[config.mk]
export PLATFORM = sky130hd
export DESIGN_NAME = gdp_host_flat
export DESIGN_NICKNAME = d
export VERILOG_FILES = /design/src/rtl/gdp_host_if.sv /design/src/rtl/gdp_host.sv /design/src/flat_wrapper.sv
export SDC_FILE = /design/constraint.sdc
export NUM_CORES = 1
export LEC_CHECK = 0
export CORE_MARGIN = 2
export CORE_UTILIZATION = 26
export CTS_CLUSTER_SIZE = 30
export DETAILED_ROUTE_END_ITERATION = 16
export MAX_ROUTING_LAYER = met4
export PLACE_DENSITY = 0.49
export SYNTH_ARGS = -nofsm -noshare
export SYNTH_HDL_FRONTEND = slang
export SYNTH_SLANG_ARGS = --single-unit
[constraint.sdc]
create_clock -name clock -period 3.15 [get_ports clock]
set_input_delay 0.945 -clock clock [delete_from_list [all_inputs] [get_ports clock]]
set_output_delay 0.945 -clock clock [all_outputs]
set_load 0.05 [all_outputs]
[src/rtl/gdp_host_if.sv]
// Host-side bundle: request stream, response stream and running-sum data path controls.
interface gdp_host_if;
    logic       req_valid;
    logic       req_ready;
    logic [7:0] req_n;
    logic       rsp_valid;
    logic       rsp_ready;
    logic [7:0] rsp_sum;
    logic [7:0] rsp_n;
    logic       rsp_err;
    logic       rsp_timeout;
    logic [7:0] n_in;
    logic       start;
    logic       restart;
    logic [7:0] runSum;
    logic       done;

    modport master (
        input  req_valid, req_n, rsp_ready, runSum, done,
        output req_ready, rsp_valid, rsp_sum, rsp_n, rsp_err, rsp_timeout,
               n_in, start, restart
    );

    modport slave (
        output req_valid, req_n, rsp_ready, runSum, done,
        input  req_ready, rsp_valid, rsp_sum, rsp_n, rsp_err, rsp_timeout,
               n_in, start, restart
    );
endinterface

[src/rtl/gdp_host.sv]
// Sequences one running-sum job per request: load n, pulse start, await done, check, respond, restart.
// All outputs registered; requests wait in req_ready=0 until IDLE, responses hold until rsp_ready.
module gdp_host #(
    parameter int START_CYCLES   = 2,
    parameter int RESTART_CYCLES = 2,
    parameter int TIMEOUT        = 1024
) (
    input  logic        clock,
    input  logic        reset_n,
    gdp_host_if.master  bus
);

    typedef enum logic [2:0] {IDLE, START, WAIT_DONE, RESP, RESTART} state_t;

    state_t      state, state_nxt;
    logic [3:0]  pcnt, pcnt_nxt;
    logic [15:0] tcnt, tcnt_nxt;
    logic        load, cap_done, cap_to;
    logic [7:0]  exp_w;

    logic [7:0]  n_reg, exp_reg, n_in_q, sum_q;
    logic        ready_q, start_q, restart_q, valid_q, err_q, to_q;

    // 16-bit product so n*(n+1) never overflows before the halving
    assign exp_w = 8'(({8'd0, bus.req_n} * ({8'd0, bus.req_n} + 16'd1)) >> 1);

    always_comb begin
        state_nxt = state;
        pcnt_nxt  = pcnt;
        tcnt_nxt  = tcnt;
        load      = 1'b0;
        cap_done  = 1'b0;
        cap_to    = 1'b0;
        case (state)
            IDLE: begin
                if (bus.req_valid) begin
                    load      = 1'b1;
                    pcnt_nxt  = 4'd0;
                    state_nxt = START;
                end
            end
            START: begin
                if (pcnt == 4'(START_CYCLES - 1)) begin
                    pcnt_nxt  = 4'd0;
                    tcnt_nxt  = 16'd0;
                    state_nxt = WAIT_DONE;
                end else begin
                    pcnt_nxt = pcnt + 4'd1;
                end
            end
            WAIT_DONE: begin
                // done takes priority over an expiring timeout
                if (bus.done) begin
                    cap_done  = 1'b1;
                    state_nxt = RESP;
                end else if (tcnt == 16'(TIMEOUT - 1)) begin
                    cap_to    = 1'b1;
                    state_nxt = RESP;
                end else begin
                    tcnt_nxt = tcnt + 16'd1;
                end
            end
            RESP: begin
                if (bus.rsp_ready) begin
                    pcnt_nxt  = 4'd0;
                    state_nxt = RESTART;
                end
            end
            RESTART: begin
                if (pcnt == 4'(RESTART_CYCLES - 1)) begin
                    pcnt_nxt  = 4'd0;
                    state_nxt = IDLE;
                end else begin
                    pcnt_nxt = pcnt + 4'd1;
                end
            end
            default: state_nxt = IDLE;
        endcase
    end

    always_ff @(posedge clock or negedge reset_n) begin
        if (!reset_n) begin
            state     <= IDLE;
            pcnt      <= 4'd0;
            tcnt      <= 16'd0;
            n_reg     <= 8'd0;
            exp_reg   <= 8'd0;
            n_in_q    <= 8'd0;
            sum_q     <= 8'd0;
            ready_q   <= 1'b0;
            start_q   <= 1'b0;
            restart_q <= 1'b1;
            valid_q   <= 1'b0;
            err_q     <= 1'b0;
            to_q      <= 1'b0;
        end else begin
            state     <= state_nxt;
            pcnt      <= pcnt_nxt;
            tcnt      <= tcnt_nxt;
            ready_q   <= (state_nxt == IDLE);
            start_q   <= (state_nxt == START);
            restart_q <= (state_nxt == RESTART);
            valid_q   <= (state_nxt == RESP);
            if (load) begin
                n_reg   <= bus.req_n;
                exp_reg <= exp_w;
            end
            if (state_nxt == IDLE)
                n_in_q <= 8'd0;
            else if (load)
                n_in_q <= bus.req_n;
            if (cap_done) begin
                sum_q <= bus.runSum;
                err_q <= (bus.runSum != exp_reg);
                to_q  <= 1'b0;
            end else if (cap_to) begin
                sum_q <= 8'd0;
                err_q <= 1'b1;
                to_q  <= 1'b1;
            end
        end
    end

    assign bus.req_ready   = ready_q;
    assign bus.start       = start_q;
    assign bus.restart     = restart_q;
    assign bus.n_in        = n_in_q;
    assign bus.rsp_valid   = valid_q;
    assign bus.rsp_sum     = sum_q;
    assign bus.rsp_n       = n_reg;
    assign bus.rsp_err     = err_q;
    assign bus.rsp_timeout = to_q;

endmodule

[src/flat_wrapper.sv]
// flat-port wrapper written by rule: the top's interface ports become plain ports
module gdp_host_flat 
#(
    parameter int START_CYCLES   = 2,
    parameter int RESTART_CYCLES = 2,
    parameter int TIMEOUT        = 1024
)
  (clock, reset_n, bus_req_valid, bus_req_n, bus_rsp_ready, bus_runSum, bus_done, bus_req_ready, bus_rsp_valid, bus_rsp_sum, bus_rsp_n, bus_rsp_err, bus_rsp_timeout, bus_n_in, bus_start, bus_restart);
  gdp_host_if bus_i ();
  input  logic clock;
  input  logic reset_n;
  input wire logic [$bits(bus_i.req_valid)-1:0] bus_req_valid;
  input wire logic [$bits(bus_i.req_n)-1:0] bus_req_n;
  input wire logic [$bits(bus_i.rsp_ready)-1:0] bus_rsp_ready;
  input wire logic [$bits(bus_i.runSum)-1:0] bus_runSum;
  input wire logic [$bits(bus_i.done)-1:0] bus_done;
  output wire logic [$bits(bus_i.req_ready)-1:0] bus_req_ready;
  output wire logic [$bits(bus_i.rsp_valid)-1:0] bus_rsp_valid;
  output wire logic [$bits(bus_i.rsp_sum)-1:0] bus_rsp_sum;
  output wire logic [$bits(bus_i.rsp_n)-1:0] bus_rsp_n;
  output wire logic [$bits(bus_i.rsp_err)-1:0] bus_rsp_err;
  output wire logic [$bits(bus_i.rsp_timeout)-1:0] bus_rsp_timeout;
  output wire logic [$bits(bus_i.n_in)-1:0] bus_n_in;
  output wire logic [$bits(bus_i.start)-1:0] bus_start;
  output wire logic [$bits(bus_i.restart)-1:0] bus_restart;
  assign bus_i.req_valid = bus_req_valid;
  assign bus_i.req_n = bus_req_n;
  assign bus_i.rsp_ready = bus_rsp_ready;
  assign bus_i.runSum = bus_runSum;
  assign bus_i.done = bus_done;
  assign bus_req_ready = bus_i.req_ready;
  assign bus_rsp_valid = bus_i.rsp_valid;
  assign bus_rsp_sum = bus_i.rsp_sum;
  assign bus_rsp_n = bus_i.rsp_n;
  assign bus_rsp_err = bus_i.rsp_err;
  assign bus_rsp_timeout = bus_i.rsp_timeout;
  assign bus_n_in = bus_i.n_in;
  assign bus_start = bus_i.start;
  assign bus_restart = bus_i.restart;
  gdp_host #(.START_CYCLES(START_CYCLES), .RESTART_CYCLES(RESTART_CYCLES), .TIMEOUT(TIMEOUT)) u_core (.clock(clock), .reset_n(reset_n), .bus(bus_i));
endmodule
## Word level (Yosys, flattened, before mapping)

Index checks and enable logic that the tools add are counted.

| storage, ports and cells | value |
|---|---|
| logic and storage cells | 70 |
| output and inout port bits | 30 |
| register bits | 61 |
| bits of input ports | 21 |

| cells by class | value |
|---|---|
| equal/unequal tests | 15 |
| multiply operators | 1 |
| reductions and logical operators | 9 |
| $add $sub $neg | 3 |
| mux-type cells | 29 |

Operators with widths:

| kind | count |
|---|---|
| 16-bit 2-to-1 mux | 3 |
| 8-bit 2-to-1 mux | 4 |
| 16-bit one-hot mux with 2 select lines | 1 |
| 3-bit 2-to-1 mux | 6 |
| 16-bit by 1-bit adder with 16-bit output (second input constant) | 1 |
| 16-bit by 10-bit equality test with 1-bit output (second input constant) | 1 |
| 8-bit by 16-bit multiplier with 9-bit output | 1 |
| 3-bit one-hot mux with 5 select lines | 1 |
| 4-bit 2-to-1 mux | 3 |
| 4-bit one-hot mux with 3 select lines | 1 |
| 1-bit 2-to-1 mux | 10 |
| 8-bit by 1-bit adder with 9-bit output (second input constant) | 1 |
| 3-bit by 2-bit equality test with 1-bit output (second input constant) | 3 |
| 2-bit != test (second input constant) | 4 |
| 8-bit != test | 1 |
| 3-bit by 1-bit equality test with 1-bit output (second input constant) | 2 |
| 3-bit equality test (second input constant) | 2 |
| 3-bit zero test | 2 |
| 2-bit nonzero test | 3 |
| 4-bit by 1-bit adder with 4-bit output (second input constant) | 1 |
| 4-bit by 1-bit equality test with 1-bit output (second input constant) | 1 |
| 4-bit AND reduction | 1 |
| 3-bit AND reduction | 1 |
| 3-bit nonzero test | 1 |
| other kinds (2) | 2 |

## Longest topological paths before layout

Gate-level depths: netlist of the first run.

| depth | value |
|---|---|
| depth after elaboration | 6 |
| depth in mapped cells | 18 |
| gate-level depth less buffers | 18 |

## Worst setup path before layout of the first run

No wires, ideal clock.

| timing | value |
|---|---|
| kind | in2reg |
| from | input bus_req_n[0] |
| to | register u_core.exp_reg[7] |
| required time | 3,025 ps |
| buffers on the path | 1 |
| cell stages on the path | 16 |
| setup slack | -2,282 ps |
| data arrival time | 5,307 ps |
| setup time | 125 ps |
| path through | buf_2 clkinv_1 ha_1 nand2b_1 fa_1 fa_1 inv_1 fa_1 inv_1 fa_1 inv_1 ha_1 a21oi_1 xnor3_1 xnor3_1 mux2_2 |

| between the ends | value |
|---|---|
| cells in the longest elaborated chain, start to end | 2 |

RTL lines:

| what | line | RTL |
|---|---|---|
| start: declaration | flat_wrapper.sv:13 | `input wire logic [$bits(bus_i.req_n)-1:0] bus_req_n;` |
| 8-bit by 1-bit adder with 9-bit output | gdp_host.sv:25 | `assign exp_w = 8'(({8'd0, bus.req_n} * ({8'd0, bus.req_n} + 16'd1)) >> 1);` |
| 8-bit by 16-bit multiplier with 9-bit output * | gdp_host.sv:25 |  |
| end signal: assignment | gdp_host.sv:106 | `exp_reg <= exp_w;` |
| end: declaration | gdp_host.sv:21 | `logic [7:0] n_reg, exp_reg, n_in_q, sum_q;` |

Mark *: on every way between the ends. The rest lies on a longest branch, timed or not.
A chain may end at the register's enable or synchronous reset.

## Final worst setup path of the first run

| timing | value |
|---|---|
| from | input bus_req_n[1] |
| to | register u_core.exp_reg[7] |

The elaborated chain is that of the path after synthesis.

==> run_results.csv, run 1 <==
group,metric,value,unit
setup_path,timing.rr.start,"u_core.tcnt[12]$_DFFE_PN0P_",
floorplan,die_width,129,microns
setup_path,worstPathMaxFanout,3,
final_layout,top_register,"u_core.tcnt",
sta,worstMarginPinSlew,789,ps
clock_network,clk_path_buf_depth,2,
floorplan,die_area,16700,sq um
drt,post_drt_via_cell_ratio,4.31,
clock_network,cts_tree,"yes",
clock_network,cts_root_buf,"clkbuf_16",
logic_synthesis,ys_types,46,
drt,routed_wl,9.85,mm
global_route,gr-total-overflow,0,
placement,place_inst,724,
setup_path,rr_worst_depth,7,
hold_path,hp-start,"u_core.bus.rsp_n[4]$_DFFE_PN0P_",
pwr,p_per_area,859,nW/um^2
clock_network,cts_buffers,9,
final_layout,nFillCells,1500,
logic_synthesis,netlist_area,4070,sq um
placement,port_buffers,50,
floorplan,start_util,26.7,%
floorplan,io_pins,51,
logic_synthesis,synth_xor_area_share,9.28,%
logic_synthesis,ys_seq_area_share,37.5,%
run_status,violations,"setup timing",
global_route,grt_pass1_vias,3483,
hold_path,min_path_cells,2,
drt,ant_nets,0,
logic_synthesis,synth-simple-area-share,20.7,%
floorplan,die_h,129,microns
sta,rsz0062_at_grt,"true",
logic_synthesis,synth-seq-cells,61,
final_layout,stdcell_count,747,
logic_synthesis,async_flop_share,100,%
clock_network,clkTransAtPathRegs,50,ps
setup_path,cp-end-kind,"register",
setup_path,startpoint_type,"input port",
drt,first_pass_iters,4,
drt,via_count,3217,
global_route,antenna_found_initial,0,
global_route,grt_pass1_wl,16.9,mm
sta,max_freq,0.213,GHz
sta,min_period_over_period,149,%
drt,post_drt_wl_per_cell,13.2,microns
final_layout,largest_reg_flops,16,
placement,gp_congestion,0.852,
pwr,vdd_ir_drop_max,407,uV
logic_synthesis,synthMuxAreaShare,0.522,%
sta,skew,7.83,ps
setup_path,rrSetupSlack,760,ps
sta,slew_headroom,47.4,%
setup_path,crit_start,"bus_req_n[1]",
setup_path,cp.arrival,4910,ps
setup_path,required,3360,ps
floorplan,rows,45,
placement,place_ws,-2520,ps
clock_network,clk_latency,320,ps
sta,final_max_slew_viol_count,0,
logic_synthesis,synth_area_per_cell,9.43,sq um
setup_path,worstSetupPathType,"input port to register",
logic_synthesis,synth_compound_area_share,10.2,%
floorplan,core-area,15300,sq um
drt,drt_iter0_drc,143,
logic_synthesis,synth_top_family_by_area,"simple AND/OR/NAND/NOR gates",
hold_path,hold_class,"register to register",
sta,hold_slack,482,ps
final_layout,n_antenna_cell,0,
drt,drc,0,
logic_synthesis,synth-edff-count,0,
hold_path,hold_end,"u_core.bus.rsp_n[4]$_DFFE_PN0P_",
logic_synthesis,synth_nets,495,
logic_synthesis,synthAdderAreaFrac,16.2,%
clock_network,clkSinkCount,61,
sta,setup_viol,5,
final_layout,syn2layout_area_growth,41.9,%
clock_network,htreeDepth,3,
sta,period_needed,4700,ps
flow_run,max-cap-violations,0,
placement,dpl.hpwl,7.58,mm
logic_synthesis,synth_flop_cell,"dfrtp_1",
logic_synthesis,netlist_instances,432,
global_route,grt_max_degree,62,
pwr,leakagePower,2.63,nW
final_layout,drive_gt1_share,25.6,%
clock_network,ctsHoldBuffers,0,
run_status,status,"complete, but fails checks",
logic_synthesis,ys_warn_count,0,
sta,finalWorstSetupSlack,-1550,ps
final_layout,final_nets,594,
global_route,grt_usage,13.2,%
sta,hold_viol_final,0,
setup_path,rr_endpoint,"u_core.bus.n_in[2]$_DFFE_PN0P_",
==> placed cells by master (no fill, tap or decap), types with 15 or more instances in the layout <==
cell	instances
xor2_1	21
nor2_1	28
xnor2_1	16
inv_1	32
nand2_1	61
fa_1	15
clkdlybuf4s50_1	42
buf_4	45
dfrtp_1	60
==> cells by family (layout without fill, tap and decap cells) <==
group | Yosys count | count (layout)
multiplexers | 2 | 2
AND/OR/NAND/NOR | 170 | 170
flip-flops | 61 | 61
buffers and inverters | 58 | 162
AO/OA/AOI/OAI | 59 | 59
XOR/XNOR | 40 | 40
adder cells (fa/ha/maj) | 42 | 42
==> power by group <==
group	switching (mW)	internal [mW]	total [mW]
combinational	1.55	1.17	2.72
sequential	0.215	1.06	1.27
clock	0.344	0.631	0.976
==> layer usage <==
layer / vias to the layer above / routed length [microns] / track usage, %
met4: 0 / 144 / 3.90
li1: 1619 / - / -
met1: 1546 / 4580 / 16.6
met5: - / 0 / -
met3: 13 / 250 / 2.64
met2: 39 / 4880 / 21.3
==> cell usage after synthesis (all sizes together), types with 3 or more instances <==
library cell  instances  area share, %
dfrtp                60             37
xor2                 22            4.7
nor3                  8            1.3
nor2b                16            2.5
or3                   4           0.61
and3                  4           0.65
nand4                 7            1.1
fa                   18            8.8
nand2                62            5.7
a21oi                17            2.8
clkbuf               11            1.0
inv                  42            3.9
nand2b                9            1.4
a21o                  3           0.55
nor4                  3           0.46
a22o                  8            1.7
nand3                15            1.8
buf                   4           0.64
xnor2                16            3.4
ha                   24            7.4
o21ai                21            2.6
nor2                 32            2.9
==> worst max-delay path, cell delays in order <==
cell	delay [ps]
buf_8	110
ha_4	170
nand4_1	90
xor2_1	190
nor2b_1	90
fa_1	550
inv_2	40
fa_1	470
inv_1	50
fa_1	490
inv_2	40
fa_2	330
xor2_1	170
xnor2_1	190
xnor2_1	150
xnor3_1	420
xnor3_1	180
mux2_4	260
==> repair_timing <==
item | CTS | global route
buffers inserted | 7 | 2
setup endpoints to repair | 6 | 5
resized for setup | 49 | 16
pin swaps | 23 | 21
==> layout make-up <==
| type | count | area, sq um | share of cell area (%) |
|---|---|---|---|
| Clock buffer | 12 | 246 | 4.26 |
| Clock inverter | 4 | 47.5 | 0.822 |
| Inverter | 43 | 174 | 3.01 |
| Multi-Input combinational cell | 313 | 2590 | 44.8 |
| Sequential cell | 61 | 1530 | 26.4 |
| Tap cell | 211 | 264 | 4.57 |
| Timing Repair Buffer | 103 | 930 | 16.1 |
==> worst max path at each step <==
| stage | to | slack [ps] | cells after the start |
|---|---|---|---|
| 4_1_cts | u_core.exp_reg[7]$_DFFE_PN0P_ | -1700 | 18 |
| 3_5_place_dp | u_core.exp_reg[7]$_DFFE_PN0P_ | -2520 | 18 |
| 5_1_grt | u_core.exp_reg[7]$_DFFE_PN0P_ | -1690 | 18 |
| 6_report | u_core.exp_reg[7]$_DFFE_PN0P_ | -1550 | 18 |
| 3_3_place_gp | u_core.exp_reg[7]$_DFFE_PN0P_ | -2460 | 18 |
| 2_1_floorplan | u_core.exp_reg[7]$_DFFE_PN0P_ | -1710 | 17 |
==> metrics by stage <==
step / setup TNS, ps / util, % / total power [mW] / instance area [sq um]
floorplan: -4810 / - / 3.03 / 4300
global placement: -9900 / 34.8 / 3.85 / 5310
detailed placement: -10200 / 34.8 / 3.88 / 5310
CTS: -4940 / 37.4 / 4.98 / 5710
global route: -5180 / 37.9 / 5.33 / 5780
finish: -4670 / 37.9 / 4.97 / 5780
No activity file was read; power rests on OpenSTA's default activity.
==> run 2: changes to the inputs <==
- CTS_CLUSTER_SIZE: 30 -> default
==> results of run 2 <==
The final DEF is identical to that of run 1; final timing and power are the same.
==> run 3: changes to the inputs <==
- clock period: 3.15 -> 5.5 ns (I/O delays scaled with it)
==> run_results.csv, run 3 (synthesis results as in run 1) <==
group,metric,value,unit
floorplan,io_pins,51,
drt,post_drt_via_cell_ratio,4.36,
placement,place_inst,722,
floorplan,core-area,15300,sq um
sta,setup_viol,0,
final_layout,layout_commonest_cell,"nand2_1",
setup_path,crit_top_cell,"fa_1",
sta,finalWorstSetupSlack,74.7,ps
final_layout,largest_reg_flops,16,
drt,routed_wl,9.53,mm
setup_path,startpoint_type,"input port",
floorplan,start_util,26.7,%
drt,ant_nets,0,
floorplan,rows,45,
sta,slew_headroom,28.0,%
setup_path,rrSetupSlack,3140,ps
global_route,grt_pass1_vias,3416,
global_route,grt_usage,12.7,%
setup_path,cp.arrival,5630,ps
setup_path,crit_start,"bus_req_n[2]",
placement,gp_congestion,0.803,
drt,via_count,3238,
pwr,p_per_area,481,nW/um^2
setup_path,required,5700,ps
clock_network,clkSinkCount,61,
final_layout,top_register,"u_core.tcnt",
clock_network,cts_tree,"yes",
final_layout,most-common-layout-cells,"61 x nand2_1, 60 x dfrtp_1, 46 x buf_4, 43 x clkdlybuf4s50_1, 39 x inv_1",
sta,worstMarginPinSlew,1070,ps
final_layout,syn2layout_area_growth,38.0,%
setup_path,worstSetupPathType,"input port to register",
sta,final_max_slew_viol_count,0,
setup_path,crit_path_end,"u_core.exp_reg[7]$_DFFE_PN0P_",
global_route,grt_max_degree,40,
global_route,gr-total-overflow,0,
final_layout,stdcell_count,743,
drt,drt_iter0_drc,134,
sta,period_needed,5430,ps
pwr,vdd_ir_drop_max,216,uV
setup_path,rr_worst_depth,5,
sta,skew,9.22,ps
clock_network,clk_path_buf_depth,2,
pwr,leakagePower,2.57,nW
drt,drc,0,
placement,port_buffers,50,
pwr,p_total,2.70,mW
floorplan,die_width,129,microns
setup_path,timing.rr.start,"u_core.tcnt[12]$_DFFE_PN0P_",
placement,place_ws,-864,ps
clock_network,clk_latency,320,ps
floorplan,die_h,129,microns
setup_path,critPathSlowestCell,"fa_1",
global_route,grt_pass1_wl,16.4,mm
floorplan,die_area,16700,sq um
final_layout,stdcell_area,5620,sq um
setup_path,cpPeakStageDelay,540,ps
placement,dpl.hpwl,7.56,mm
drt,post_drt_wl_per_cell,12.8,microns
clock_network,cts_root_buf,"clkbuf_16",
global_route,antenna_found_initial,0,
sta,max_freq,0.184,GHz
clock_network,cts_buffers,9,
final_layout,final_nets,590,
clock_network,clkTransAtPathRegs,60,ps
flow_run,max-cap-violations,0,
setup_path,worstPathMaxFanout,3,
final_layout,n_antenna_cell,0,
drt,first_pass_iters,6,
clock_network,htreeDepth,3,
final_layout,drive_gt1_share,21.1,%
run_status,status,"completed",
sta,min_period_over_period,98.6,%
placement,post_dp_cell_area,5260,sq um
setup_path,path_cells,"buf_4 -> ha_4 -> nand2_4 -> ha_4 -> nor2b_2 -> fa_1 -> inv_2 -> fa_1 -> inv_1 -> fa_1 -> inv_1 -> fa_2 -> xor2_1 -> xnor2_1 -> xnor2_1 -> xnor3_1 -> xnor3_1 -> mux2_4",
hold_path,hold_class,"register to register",
sta,rsz0062_at_grt,"true",
sta,hold_viol_final,0,
setup_path,cp-end-kind,"register",
sta,setup_tns,0,ps
setup_path,rr_endpoint,"u_core.bus.rsp_sum[4]$_DFFE_PN0P_",
run 3: final cells by class:
type / count / area, sq um
inverter: 43 / 174
clock inverter: 6 / 63.8
multi-input combinational: 313 / 2490
sequential: 61 / 1530
clock buffer: 10 / 229
timing repair buffer: 99 / 873
fill: 1555 / 9640
tap: 211 / 264
run 3: routing by layer:
layer | GRT usage, % | share of wire, % | up-vias
met4 | 3.96 | 1.4 | 0
met1 | 15.1 | 45 | 1570
met3 | 2.48 | 2.9 | 11
li1 | - | - | 1616
met2 | 21.6 | 51 | 41
met5 | - | 0 | -
run 3: what timing repair did:
item / CTS / global route
endpoints found under the setup margin: 2 / 1
hold buffers: 0 / 0
setup buffers: 5 / 0
gates resized for setup: 36 / 0
cloned: 0 / 0
pin swaps: 14 / 3
run 3: metrics by stage:
stage          hold slack [ps]  utilization, %
2_1_floorplan              461               -
3_3_place_gp               465            34.4
3_5_place_dp               470            34.4
4_1_cts                    484            36.8
5_1_grt                    504            36.8
6_report                   477            36.8
run 3: worst min-delay path by stage:
stage	startpoint	endpoint	slack (ps)	cells past startpoint
2_1_floorplan	u_core.pcnt[3]$_DFFE_PN0P_	u_core.pcnt[3]$_DFFE_PN0P_	460	1
3_3_place_gp	u_core.bus.rsp_n[4]$_DFFE_PN0P_	u_core.bus.rsp_n[4]$_DFFE_PN0P_	470	2
3_5_place_dp	u_core.bus.rsp_n[4]$_DFFE_PN0P_	u_core.bus.rsp_n[4]$_DFFE_PN0P_	470	2
4_1_cts	u_core.bus.rsp_n[4]$_DFFE_PN0P_	u_core.bus.rsp_n[4]$_DFFE_PN0P_	480	2
5_1_grt	u_core.bus.rsp_n[5]$_DFFE_PN0P_	u_core.bus.rsp_n[5]$_DFFE_PN0P_	500	2
6_report	u_core.bus.rsp_n[4]$_DFFE_PN0P_	u_core.bus.rsp_n[4]$_DFFE_PN0P_	480	2
run 3: power by group:
part	total, mW	switching (mW)	internal (mW)
combinational	1.43	0.840	0.586
clock	0.547	0.197	0.349
sequential	0.731	0.127	0.605
run 3: critical path: cells and delay by family:
| kind | cells | cell delay, ps |
|---|---|---|
| fa+ha+maj | 6 | 2300 |
| xor+xnor | 5 | 1060 |
| simple gates | 2 | 110 |
| buf+inv | 4 | 240 |
| mux | 1 | 260 |
